$ cat config.mk
export PLATFORM = sky130hd
export DESIGN_NAME = fpga_sram_loader_flat
export DESIGN_NICKNAME = d
export VERILOG_FILES = /design/src/rtl/fpga_sram_loader_pkg.sv /design/src/rtl/fpga_sram_loader_if.sv /design/src/rtl/fpga_sram_loader_ch_mux.sv /design/src/rtl/fpga_sram_loader.sv /design/src/flat_wrapper.sv
export SDC_FILE = /design/constraint.sdc
export NUM_CORES = 1
export LEC_CHECK = 0
export ABC_AREA = 1
export CORE_AREA = 3 3 190 192
export CTS_CLUSTER_SIZE = 20
export DETAILED_ROUTE_END_ITERATION = 16
export DIE_AREA = 0 0 193 195
export PLACE_DENSITY = 0.48
export REMOVE_ABC_BUFFERS = 1
export SLEW_MARGIN = 40
export SYNTH_ARGS = -nofsm -noshare
export SYNTH_HDL_FRONTEND = slang
export SYNTH_HIERARCHICAL = 1
export SYNTH_SLANG_ARGS = --single-unit
$ cat constraint.sdc
create_clock -name clk -period 4.3 [get_ports clk]
set_clock_uncertainty 0.05 [all_clocks]
set_input_delay 0.86 -clock clk [delete_from_list [all_inputs] [get_ports clk]]
set_output_delay 0.86 -clock clk [all_outputs]
set_load 0.01 [all_outputs]
$ cat src/rtl/fpga_sram_loader_pkg.sv
// Shared types for the FPGA SRAM backdoor loader: mode / host-FSM encodings and sizing helpers.
package fpga_sram_loader_pkg;

  localparam int unsigned FSL_MAX_CH = 8;

  typedef enum logic [1:0] {
    MODE_LOAD   = 2'd0,
    MODE_RUN    = 2'd1,
    MODE_LOCKED = 2'd2
  } fsl_mode_e;

  typedef enum logic [1:0] {
    HS_IDLE,
    HS_PEND,
    HS_RDCAP,
    HS_ACK
  } fsl_host_state_e;

  function automatic int unsigned fsl_ch_w(input int unsigned n);
    return (n > 1) ? $clog2(n) : 1;
  endfunction

endpackage

$ cat src/rtl/fpga_sram_loader_if.sv
// FPGA-host request/ack port of the SRAM loader (AXI-to-native bridge side).
interface fpga_sram_loader_if #(
  parameter int unsigned NUM_CH = 2,
  parameter int unsigned DATA_W = 32,
  parameter int unsigned ADDR_W = 15
);
  import fpga_sram_loader_pkg::*;

  localparam int unsigned CH_W = fsl_ch_w(NUM_CH);

  logic                  host_req;
  logic                  host_we;
  logic [DATA_W/8-1:0]   host_be;
  logic [CH_W-1:0]       host_ch;
  logic [ADDR_W-1:0]     host_addr;
  logic [DATA_W-1:0]     host_wdata;
  logic                  host_ack;
  logic                  host_err;
  logic [DATA_W-1:0]     host_rdata;

  modport master (
    output host_req, host_we, host_be, host_ch, host_addr, host_wdata,
    input  host_ack, host_err, host_rdata
  );

  modport slave (
    input  host_req, host_we, host_be, host_ch, host_addr, host_wdata,
    output host_ack, host_err, host_rdata
  );

endinterface

$ cat src/rtl/fpga_sram_loader_ch_mux.sv
// Per-channel ownership decision and SRAM strobe mux between core and latched host request.
module fpga_sram_loader_ch_mux
  import fpga_sram_loader_pkg::*;
#(
  parameter int unsigned DATA_W = 32,
  parameter int unsigned ADDR_W = 15
) (
  input  fsl_mode_e             mode,
  input  logic                  core_cs,
  input  logic                  core_we,
  input  logic [ADDR_W-1:0]     core_addr,
  input  logic [DATA_W-1:0]     core_wdata,
  input  logic                  host_sel,
  input  logic                  host_we,
  input  logic [DATA_W/8-1:0]   host_be,
  input  logic [ADDR_W-1:0]     host_addr,
  input  logic [DATA_W-1:0]     host_wdata,
  output logic                  host_grant,
  output logic                  sram_cs,
  output logic [DATA_W/8-1:0]   sram_we,
  output logic [ADDR_W-1:0]     sram_addr,
  output logic [DATA_W-1:0]     sram_wdata
);

  localparam int unsigned BE_W = DATA_W / 8;

  logic host_own;

  always_comb begin
    host_own   = (mode == MODE_LOAD) || ((mode == MODE_RUN) && !core_cs);
    host_grant = host_sel && host_own;
    sram_cs    = 1'b0;
    sram_we    = '0;
    sram_addr  = '0;
    sram_wdata = '0;
    // Core strobes are ignored in LOAD; otherwise the core always wins the channel.
    if ((mode != MODE_LOAD) && core_cs) begin
      sram_cs    = 1'b1;
      sram_we    = {BE_W{core_we}};
      sram_addr  = core_addr;
      sram_wdata = core_wdata;
    end else if (host_grant) begin
      sram_cs    = 1'b1;
      sram_we    = host_be & {BE_W{host_we}};
      sram_addr  = host_addr;
      sram_wdata = host_wdata;
    end
  end

endmodule

$ cat src/rtl/fpga_sram_loader.sv
// Multi-channel SRAM backdoor: mode FSM, host request FSM and per-channel muxes.
// Optional per-channel host-write checksum enabled by FPGA_SRAM_LOADER_CKSUM_EN.
module fpga_sram_loader
  import fpga_sram_loader_pkg::*;
#(
  parameter int unsigned NUM_CH = 2,
  parameter int unsigned DATA_W = 32,
  parameter int unsigned ADDR_W = 15
) (
  input  logic                         clk,
  input  logic                         cptra_rst_b,
  input  logic                         load_go,
  input  logic                         lock,
  output logic [1:0]                   mode,
  output logic                         core_hold,
  fpga_sram_loader_if.slave            hif,
  input  logic [NUM_CH-1:0]            core_cs,
  input  logic [NUM_CH-1:0]            core_we,
  input  logic [NUM_CH*ADDR_W-1:0]     core_addr,
  input  logic [NUM_CH*DATA_W-1:0]     core_wdata,
  output logic [NUM_CH*DATA_W-1:0]     core_rdata,
  output logic [NUM_CH-1:0]            sram_cs,
  output logic [NUM_CH*DATA_W/8-1:0]   sram_we,
  output logic [NUM_CH*ADDR_W-1:0]     sram_addr,
  output logic [NUM_CH*DATA_W-1:0]     sram_wdata,
  input  logic [NUM_CH*DATA_W-1:0]     sram_rdata,
  output logic [NUM_CH*32-1:0]         cksum
);

  localparam int unsigned BE_W = DATA_W / 8;
  localparam int unsigned CH_W = fsl_ch_w(NUM_CH);

  fsl_mode_e         mode_q;
  fsl_host_state_e   hs_q;
  logic              lat_we;
  logic [BE_W-1:0]   lat_be;
  logic [CH_W-1:0]   lat_ch;
  logic [ADDR_W-1:0] lat_addr;
  logic [DATA_W-1:0] lat_wdata;
  logic [NUM_CH-1:0] host_sel;
  logic [NUM_CH-1:0] host_grant;
  logic              ch_ok;
  logic [DATA_W-1:0] sel_rdata;

  assign mode       = mode_q;
  assign core_rdata = sram_rdata;

  always_comb begin
    ch_ok     = 1'b0;
    sel_rdata = '0;
    for (int unsigned c = 0; c < NUM_CH; c++) begin
      if (lat_ch == CH_W'(c)) begin
        ch_ok     = 1'b1;
        sel_rdata = sram_rdata[c*DATA_W +: DATA_W];
      end
    end
  end

  for (genvar g = 0; g < NUM_CH; g++) begin : g_ch
    assign host_sel[g] = (hs_q == HS_PEND) && (lat_ch == CH_W'(g));

    fpga_sram_loader_ch_mux #(
      .DATA_W (DATA_W),
      .ADDR_W (ADDR_W)
    ) u_ch_mux (
      .mode       (mode_q),
      .core_cs    (core_cs[g]),
      .core_we    (core_we[g]),
      .core_addr  (core_addr[g*ADDR_W +: ADDR_W]),
      .core_wdata (core_wdata[g*DATA_W +: DATA_W]),
      .host_sel   (host_sel[g]),
      .host_we    (lat_we),
      .host_be    (lat_be),
      .host_addr  (lat_addr),
      .host_wdata (lat_wdata),
      .host_grant (host_grant[g]),
      .sram_cs    (sram_cs[g]),
      .sram_we    (sram_we[g*BE_W +: BE_W]),
      .sram_addr  (sram_addr[g*ADDR_W +: ADDR_W]),
      .sram_wdata (sram_wdata[g*DATA_W +: DATA_W])
    );
  end

  // The SRAM strobe is issued from PEND itself, so PEND doubles as the access cycle.
  always_ff @(posedge clk or negedge cptra_rst_b) begin
    if (!cptra_rst_b) begin
      mode_q          <= MODE_LOAD;
      core_hold       <= 1'b1;
      hs_q            <= HS_IDLE;
      lat_we          <= 1'b0;
      lat_be          <= '0;
      lat_ch          <= '0;
      lat_addr        <= '0;
      lat_wdata       <= '0;
      hif.host_ack    <= 1'b0;
      hif.host_err    <= 1'b0;
      hif.host_rdata  <= '0;
    end else begin
      if ((mode_q != MODE_LOCKED) && lock) begin
        mode_q    <= MODE_LOCKED;
        core_hold <= 1'b0;
      end else if ((mode_q == MODE_LOAD) && load_go) begin
        mode_q    <= MODE_RUN;
        core_hold <= 1'b0;
      end

      case (hs_q)
        HS_IDLE: begin
          if (hif.host_req) begin
            lat_we    <= hif.host_we;
            lat_be    <= hif.host_be;
            lat_ch    <= hif.host_ch;
            lat_addr  <= hif.host_addr;
            lat_wdata <= hif.host_wdata;
            hs_q      <= HS_PEND;
          end
        end
        HS_PEND: begin
          if (!ch_ok || (mode_q == MODE_LOCKED)) begin
            hs_q           <= HS_ACK;
            hif.host_ack   <= 1'b1;
            hif.host_err   <= 1'b1;
            hif.host_rdata <= '0;
          end else if (|host_grant) begin
            if (lat_we) begin
              hs_q           <= HS_ACK;
              hif.host_ack   <= 1'b1;
              hif.host_err   <= 1'b0;
              hif.host_rdata <= '0;
            end else begin
              hs_q <= HS_RDCAP;
            end
          end
        end
        HS_RDCAP: begin
          hs_q           <= HS_ACK;
          hif.host_ack   <= 1'b1;
          hif.host_err   <= 1'b0;
          hif.host_rdata <= sel_rdata;
        end
        HS_ACK: begin
          hs_q         <= HS_IDLE;
          hif.host_ack <= 1'b0;
          hif.host_err <= 1'b0;
        end
        default: hs_q <= HS_IDLE;
      endcase
    end
  end

`ifdef FPGA_SRAM_LOADER_CKSUM_EN
  logic              host_wr_done;
  logic [DATA_W-1:0] wmask;
  logic [31:0]       wsum;

  assign host_wr_done = (hs_q == HS_PEND) && lat_we && (|host_grant);

  always_comb begin
    wmask = '0;
    for (int unsigned b = 0; b < BE_W; b++) begin
      wmask[b*8 +: 8] = lat_be[b] ? lat_wdata[b*8 +: 8] : 8'h00;
    end
  end

  assign wsum = 32'(wmask);

  always_ff @(posedge clk or negedge cptra_rst_b) begin
    if (!cptra_rst_b) begin
      cksum <= '0;
    end else if (host_wr_done) begin
      for (int unsigned c = 0; c < NUM_CH; c++) begin
        if (lat_ch == CH_W'(c)) begin
          cksum[c*32 +: 32] <= cksum[c*32 +: 32] + wsum;
        end
      end
    end
  end
`else
  assign cksum = '0;
`endif

endmodule
$ cat src/flat_wrapper.sv
// flat-port wrapper written by rule: the top's interface ports become plain ports
module fpga_sram_loader_flat import fpga_sram_loader_pkg::*;
#(
  parameter int unsigned NUM_CH = 2,
  parameter int unsigned DATA_W = 32,
  parameter int unsigned ADDR_W = 15
)
  (clk, cptra_rst_b, load_go, lock, mode, core_hold, core_cs, core_we, core_addr, core_wdata, core_rdata, sram_cs, sram_we, sram_addr, sram_wdata, sram_rdata, cksum, hif_host_req, hif_host_we, hif_host_be, hif_host_ch, hif_host_addr, hif_host_wdata, hif_host_ack, hif_host_err, hif_host_rdata);
  fpga_sram_loader_if #(.NUM_CH(NUM_CH), .DATA_W(DATA_W), .ADDR_W(ADDR_W)) hif_i ();
  input  logic clk;
  input  logic cptra_rst_b;
  input  logic load_go;
  input  logic lock;
  output logic [1:0] mode;
  output logic core_hold;
  input  logic [NUM_CH-1:0] core_cs;
  input  logic [NUM_CH-1:0] core_we;
  input  logic [NUM_CH*ADDR_W-1:0] core_addr;
  input  logic [NUM_CH*DATA_W-1:0] core_wdata;
  output logic [NUM_CH*DATA_W-1:0] core_rdata;
  output logic [NUM_CH-1:0] sram_cs;
  output logic [NUM_CH*DATA_W/8-1:0] sram_we;
  output logic [NUM_CH*ADDR_W-1:0] sram_addr;
  output logic [NUM_CH*DATA_W-1:0] sram_wdata;
  input  logic [NUM_CH*DATA_W-1:0] sram_rdata;
  output logic [NUM_CH*32-1:0] cksum;
  input wire logic [$bits(hif_i.host_req)-1:0] hif_host_req;
  input wire logic [$bits(hif_i.host_we)-1:0] hif_host_we;
  input wire logic [$bits(hif_i.host_be)-1:0] hif_host_be;
  input wire logic [$bits(hif_i.host_ch)-1:0] hif_host_ch;
  input wire logic [$bits(hif_i.host_addr)-1:0] hif_host_addr;
  input wire logic [$bits(hif_i.host_wdata)-1:0] hif_host_wdata;
  output wire logic [$bits(hif_i.host_ack)-1:0] hif_host_ack;
  output wire logic [$bits(hif_i.host_err)-1:0] hif_host_err;
  output wire logic [$bits(hif_i.host_rdata)-1:0] hif_host_rdata;
  assign hif_i.host_req = hif_host_req;
  assign hif_i.host_we = hif_host_we;
  assign hif_i.host_be = hif_host_be;
  assign hif_i.host_ch = hif_host_ch;
  assign hif_i.host_addr = hif_host_addr;
  assign hif_i.host_wdata = hif_host_wdata;
  assign hif_host_ack = hif_i.host_ack;
  assign hif_host_err = hif_i.host_err;
  assign hif_host_rdata = hif_i.host_rdata;
  fpga_sram_loader #(.NUM_CH(NUM_CH), .DATA_W(DATA_W), .ADDR_W(ADDR_W)) u_core (.clk(clk), .cptra_rst_b(cptra_rst_b), .load_go(load_go), .lock(lock), .mode(mode), .core_hold(core_hold), .hif(hif_i), .core_cs(core_cs), .core_we(core_we), .core_addr(core_addr), .core_wdata(core_wdata), .core_rdata(core_rdata), .sram_cs(sram_cs), .sram_we(sram_we), .sram_addr(sram_addr), .sram_wdata(sram_wdata), .sram_rdata(sram_rdata), .cksum(cksum));
endmodule
# --- After elaboration in Yosys (flattened, before gate mapping) ---
# Index checks and enable logic that the tools add are counted.
totals:
  wordCells: 88
  out_inout_bits: 269
  reg_bits: 92
op_classes:
  reduce_logical: 28
  n_eq_ne: 9
  n_mux: 38
  n_bitwise: 2
op_table:
  columns: ["cell", "n"]
  rows:
  - ["$mux W32", 8]
  - ["$pmux W32 S2", 1]
  - ["$mux W15", 4]
  - ["$mux W4", 4]
  - ["$mux W1", 13]
  - ["$logic_and A1 B1 Y1", 10]
  - ["$mux W2", 5]
  - ["$reduce_and A3 Y1", 3]
  - ["$pmux W2 S4", 1]
  - ["$reduce_bool A2 Y1", 4]
  - ["$eq A2 B2 Y1 const B", 3]
  - ["$and A4 B4 Y4", 1]
  - ["$eq A2 B1 Y1 const B", 2]
  - ["$logic_not A2 Y1", 2]
  - ["$ne A2 B2 Y1 const B", 2]
  - ["$reduce_and A2 Y1", 2]
  - ["$reduce_or A2 Y1", 2]
  - ["$ne A3 B2 Y1 const B", 1]
  - ["$ne A3 B3 Y1 const B", 1]
  - ["$pmux W1 S3", 1]
  - ["$reduce_bool A3 Y1", 1]
  - ["$logic_not A1 Y1", 2]
  - ["$logic_or A1 B1 Y1", 2]
  - ["$pmux W1 S2", 1]
  - ["$not A1 Y1", 1]

# --- Depth between registers and ports, before layout ---
depth:
  word_depth: 8
  mapped_depth: 14
  depth_no_buf: 13

# --- Modules after synthesis ---
# Netlist, hierarchy kept.
by_module_without_submodules:
  columns: ["mod", "cells_each", "area_each_um2", "instances"]
  rows:
  - ["fpga_sram_loader", 616, 5420.2, 1]
  - ["fpga_sram_loader_ch_mux", 181, 779.5, 2]

# --- Worst setup path before layout ---
# Ideal clock, no wire load.
synth_path:
  path_kind: "input -> output"
  from: "input core_cs[0]"
  to: "output sram_addr[0]"
  t_arrival_ns: 1.459
  setup_slack_ns: 1.931
  required_ns: 3.390
  cell_stages: 6
  path_buffers: 2
  path_cell_list: "nand2_2 -> nand2_1 -> buf_4 -> buf_6 -> nand2_1 -> nand2_1"
synth_via:
  elab_chain_len: 6
synth_rtl:
  columns: ["element", "line", "source"]
  rows:
  - ["start, declared", "flat_wrapper.sv:16", "input logic [NUM_CH-1:0] core_cs;"]
  - ["$logic_not A1 Y1", "fpga_sram_loader_ch_mux.sv:30", "host_own = (mode == MODE_LOAD) || ((mode == MODE_RUN) && !core_cs);"]
  - ["$logic_and A1 B1 Y1", "fpga_sram_loader_ch_mux.sv:30", null]
  - ["$logic_or A1 B1 Y1", "fpga_sram_loader_ch_mux.sv:30", null]
  - ["$logic_and A1 B1 Y1", "fpga_sram_loader_ch_mux.sv:31", "host_grant = host_sel && host_own;"]
  - ["$mux W15", "fpga_sram_loader_ch_mux.sv:42", "end else if (host_grant) begin"]
  - ["$mux W15 (*)", "fpga_sram_loader_ch_mux.sv:37", "if ((mode != MODE_LOAD) && core_cs) begin"]
  - ["end, declared", "flat_wrapper.sv:23", "output logic [NUM_CH*ADDR_W-1:0] sram_addr;"]
# Mark *: on every way between the ends. The rest lies on a longest branch, timed or not.

# --- Worst setup path after layout ---
layout_path:
  from: "register u_core.hs_q[1]"
  to: "output sram_addr[6]"
layout_via:
  elab_chain_len: 5
layout_rtl:
  columns: ["element", "line", "source"]
  rows:
  - ["start, declared", "fpga_sram_loader.sv:34", "fsl_host_state_e hs_q;"]
  - ["start signal, assigned", "fpga_sram_loader.sv:89", "hs_q <= HS_IDLE;"]
  - ["start signal, assigned", "fpga_sram_loader.sv:115", "hs_q <= HS_PEND;"]
  - ["start signal, assigned", "fpga_sram_loader.sv:120", "hs_q <= HS_ACK;"]
  - ["$eq A2 B1 Y1", "fpga_sram_loader.sv:60", "assign host_sel[g] = (hs_q == HS_PEND) && (lat_ch == CH_W'(g));"]
  - ["$logic_and A1 B1 Y1", "fpga_sram_loader.sv:60", null]
  - ["net u_core.host_sel[0]", "fpga_sram_loader.sv:40", "logic [NUM_CH-1:0] host_sel;"]
  - ["$logic_and A1 B1 Y1", "fpga_sram_loader_ch_mux.sv:31", null]
  - ["$mux W15", "fpga_sram_loader_ch_mux.sv:42", null]
  - ["$mux W15", "fpga_sram_loader_ch_mux.sv:37", null]
# The timed path passes the listed nets, and every way through them passes these cells.

==> results.md <==
- Fill cells: 3730
- Most frequent CP cell: inv_1
- Largest net degree at the start of global routing: 93
- Post-synthesis sequential area ratio: 33.0%
- Final setup viols: 0
- Run status: complete, no violations
- Peak Freq: 269 MHz
- Pwr Density: 524 nW/µm²
- Hold_buf cts: 0
- Netlist cell types: 22
- Min-Delay Path Class: reg2reg
- Slew Limit Fails: 0
- Routed Wire Length: 32800 µm
- WP data required: 3.39 ns
- Avg Inst Size Synth: 7.14 µm²
- Via Count: 7288
- Setup Fix Bufs, Post-CTS: 0
- TritonCTS Buffers: 9
- Initial core utilization: 20.2%
- Final Worst Setup Slack: 0.585 ns
- Worst path arrival time: 2.80 ns
- DP HPWL: 24400 µm
- Die X: 193 µm
- Xor/xnor share of the synthesized area: 0%
- Worst rel slew slack: 50.6%
- # resized after CTS: 0
- Root buffer cell: clkbuf_16
- Area share of and/or/nand/nor cells after synthesis: 34.7%
- Num rows: 68
- Fraction of layout instances using a drive strength above 1: 7.67%
- DRC errors left: 0
- Routed length per instance: 18.6 µm
- Clock Sinks: 92
- Clock Latency Late Sink: 0.35 ns
- Worst setup path class: reg2out
- Min Tclk post-route: 3.71 ns
- Max-cap violations: 0
- Reg2Reg Depth: 14
- Post-route setup TNS: 0 ns
- Hold Path Depth: 2
- Initial DRC count: 356
- CP Launch Point: u_core/hs_q[1]
- Crit path max-delay family: buffers and inverters
- Max Root-Sink Buffers: 2
- Pre-CTS setup slack: 0.675 ns
- Worst Max-Slew Pin Slew: 0.740 ns
- Remaining global-route overflow: 0
- Mux contribution to synthesized area: 8.39%
- Reg clk slew, reported paths: 0.07 ns
- Worst reg2reg startpoint: u_core/hs_q[1]
- Area grow syn2layout: 60.9%
- Lkg Pwr: 0.00530 µW
- CP startpoint kind: register
- Total power: 5890 µW
- Max incr delay on CP: 0.53 ns
- Final nets: 1525
- Die area: 37600 µm²
- Vias in the first global route: 7479
- CP Max Fanout: 43
- Hold path start: u_core/core_hold
- I/O pins: 489
- RSZ-0062 raised after global routing: false
- Buf+Inv Stages, Crit Path: 5
- First-pass GRT wire length: 47900 µm
- Final hold violation count: 0
- Post-Syn Area: 6980 µm²
- Synth Area in Compound Gates: 0.502%
- Cells after Synth: 978
- Adder-cell share of the synthesized area: 1.08%
- Vias per inst: 4.14
- Crit end category: output port
- TritonCTS clock tree: built
- Antenna Nets Post-Route: 0
- Die Y: 195 µm
- Initial antenna violation count: 3
- Placer congestion estimate: 0.782
- Largest family of logic cells by synthesized area: simple AND/OR/NAND/NOR gates
- PortBufs: 424
- Overall global routing resource usage: 16.8%
- Ys Warns: 6
- Critical-path cell list: inv_1, ha_1, inv_1, nor2_1, inv_1, nor2_4, buf_12, nand3_1, nand2_1, clkdlybuf4s50_1
- Core Region: 34500 µm²
- Pre-antenna DRT Iters: 7
- FF+latch count, synth: 92
- WP depth: 10
- H-tree depth: 3
- Final Cycle Share: 86.4%
- Peak supply drop: 371 µV
- CP max-delay cell: clkdlybuf4s50_1
## power by group
part / internal (µW) / switching (µW)
Sequential: 1230 / 302
Combinational: 1600 / 1910
Clock: 467 / 380
## final cells by class
cell class / instances / area (µm²) / share of cell area [%]
repair buffers: 435 / 4450 / 39.6
multi-input cells: 704 / 3390 / 30.1
flip-flops and latches: 92 / 2300 / 20.5
well taps: 455 / 569 / 5.07
clock buffers: 10 / 239 / 2.13
inverters: 57 / 214 / 1.91
clock inverters: 6 / 63.8 / 0.568
diodes: 2 / 5.00 / 0.0446
## final timing paths
check	endpoint	slack, ns
setup reg to reg	u_core/hif.host_rdata[2]	1.23
hold / removal	u_core/core_hold	0.40
hold reg to reg	u_core/core_hold	0.40
min in group asynchronous	u_core/hif.host_rdata[22]	0.52
max in group asynchronous	u_core/lat_ch	3.23
setup / recovery	sram_addr[6]	0.59
## cell usage in the layout (no fill, tap or decap), drive strengths merged
cell type,netlist,final
mux2,52,52
ha,6,6
dfrtp,91,91
clkinv,0,3
clkbuf,7,10
o21ai,3,3
nand4,34,34
buf,181,17
nand3,110,110
conb,1,64
nor2,72,72
dfstp,1,1
nand2,359,359
diode,0,2
inv,57,57
clkdlybuf4s50,0,418
bufinv,0,1
a21oi,4,4
clkinvlp,0,2
## metal layers
| layer | part of all wire, % | vias to the layer above | track usage (%) |
|---|---|---|---|
| met5 | 0.040 | - | 0 |
| met4 | 1.2 | 2 | 3.56 |
| met3 | 9.8 | 17 | 5.53 |
| met2 | 51 | 361 | 30.1 |
| met1 | 38 | 3370 | 19.4 |
| li1 | - | 3538 | - |
## state kept, by name, indices dropped and copies added (netlist names), 2 cells and up
name / count
u_core/hs_q: 2
u_core/lat_be: 4
u_core/hif.host_rdata: 32
u_core/lat_addr: 15
u_core/mode: 2
u_core/lat_wdata: 32
## synth_stat cells, drive strengths merged
master	number	area share [%]
dfrtp	91	33
conb	1	0.054
buf	181	19
inv	57	3.1
dfstp	1	0.38
mux2	52	8.4
o21ai	3	0.22
nor2	72	4.0
nand3	110	8.0
ha	6	1.1
nand2	359	20
clkbuf	7	0.38
nand4	34	3.0
a21oi	4	0.29
## kinds of logic (layout without fill, tap and decap cells)
group,after synthesis,after routing
compound gates,7,7
fa+ha+maj,6,6
buf+inv,245,508
flops,92,92
mux,52,52
other cells,1,66
simple gates,575,575
## worst reg2reg max path, stage by stage (launching register included)
cell	delay, ns
dfrtp_1	0.41
inv_1	0.16
ha_1	0.24
inv_1	0.06
nor2_1	0.08
inv_1	0.07
nor2_4	0.31
buf_12	0.28
inv_1	0.10
a21oi_1	0.15
nor2_1	0.08
nand3_2	0.09
nand3_2	0.56
nand2_1	0.26
nand2_1	0.07
## through the flow
stage,instance area [µm²],hold WS (ns),util (%),std cells
floorplan,5870,0.400,-,853
global placement,10900,0.384,31.6,1743
detailed placement,10900,0.390,31.6,1743
CTS,11200,0.401,32.5,1759
global route,11200,0.438,32.5,1760
finish,11200,0.397,32.5,1761
Power figures use the tool's default switching activity.
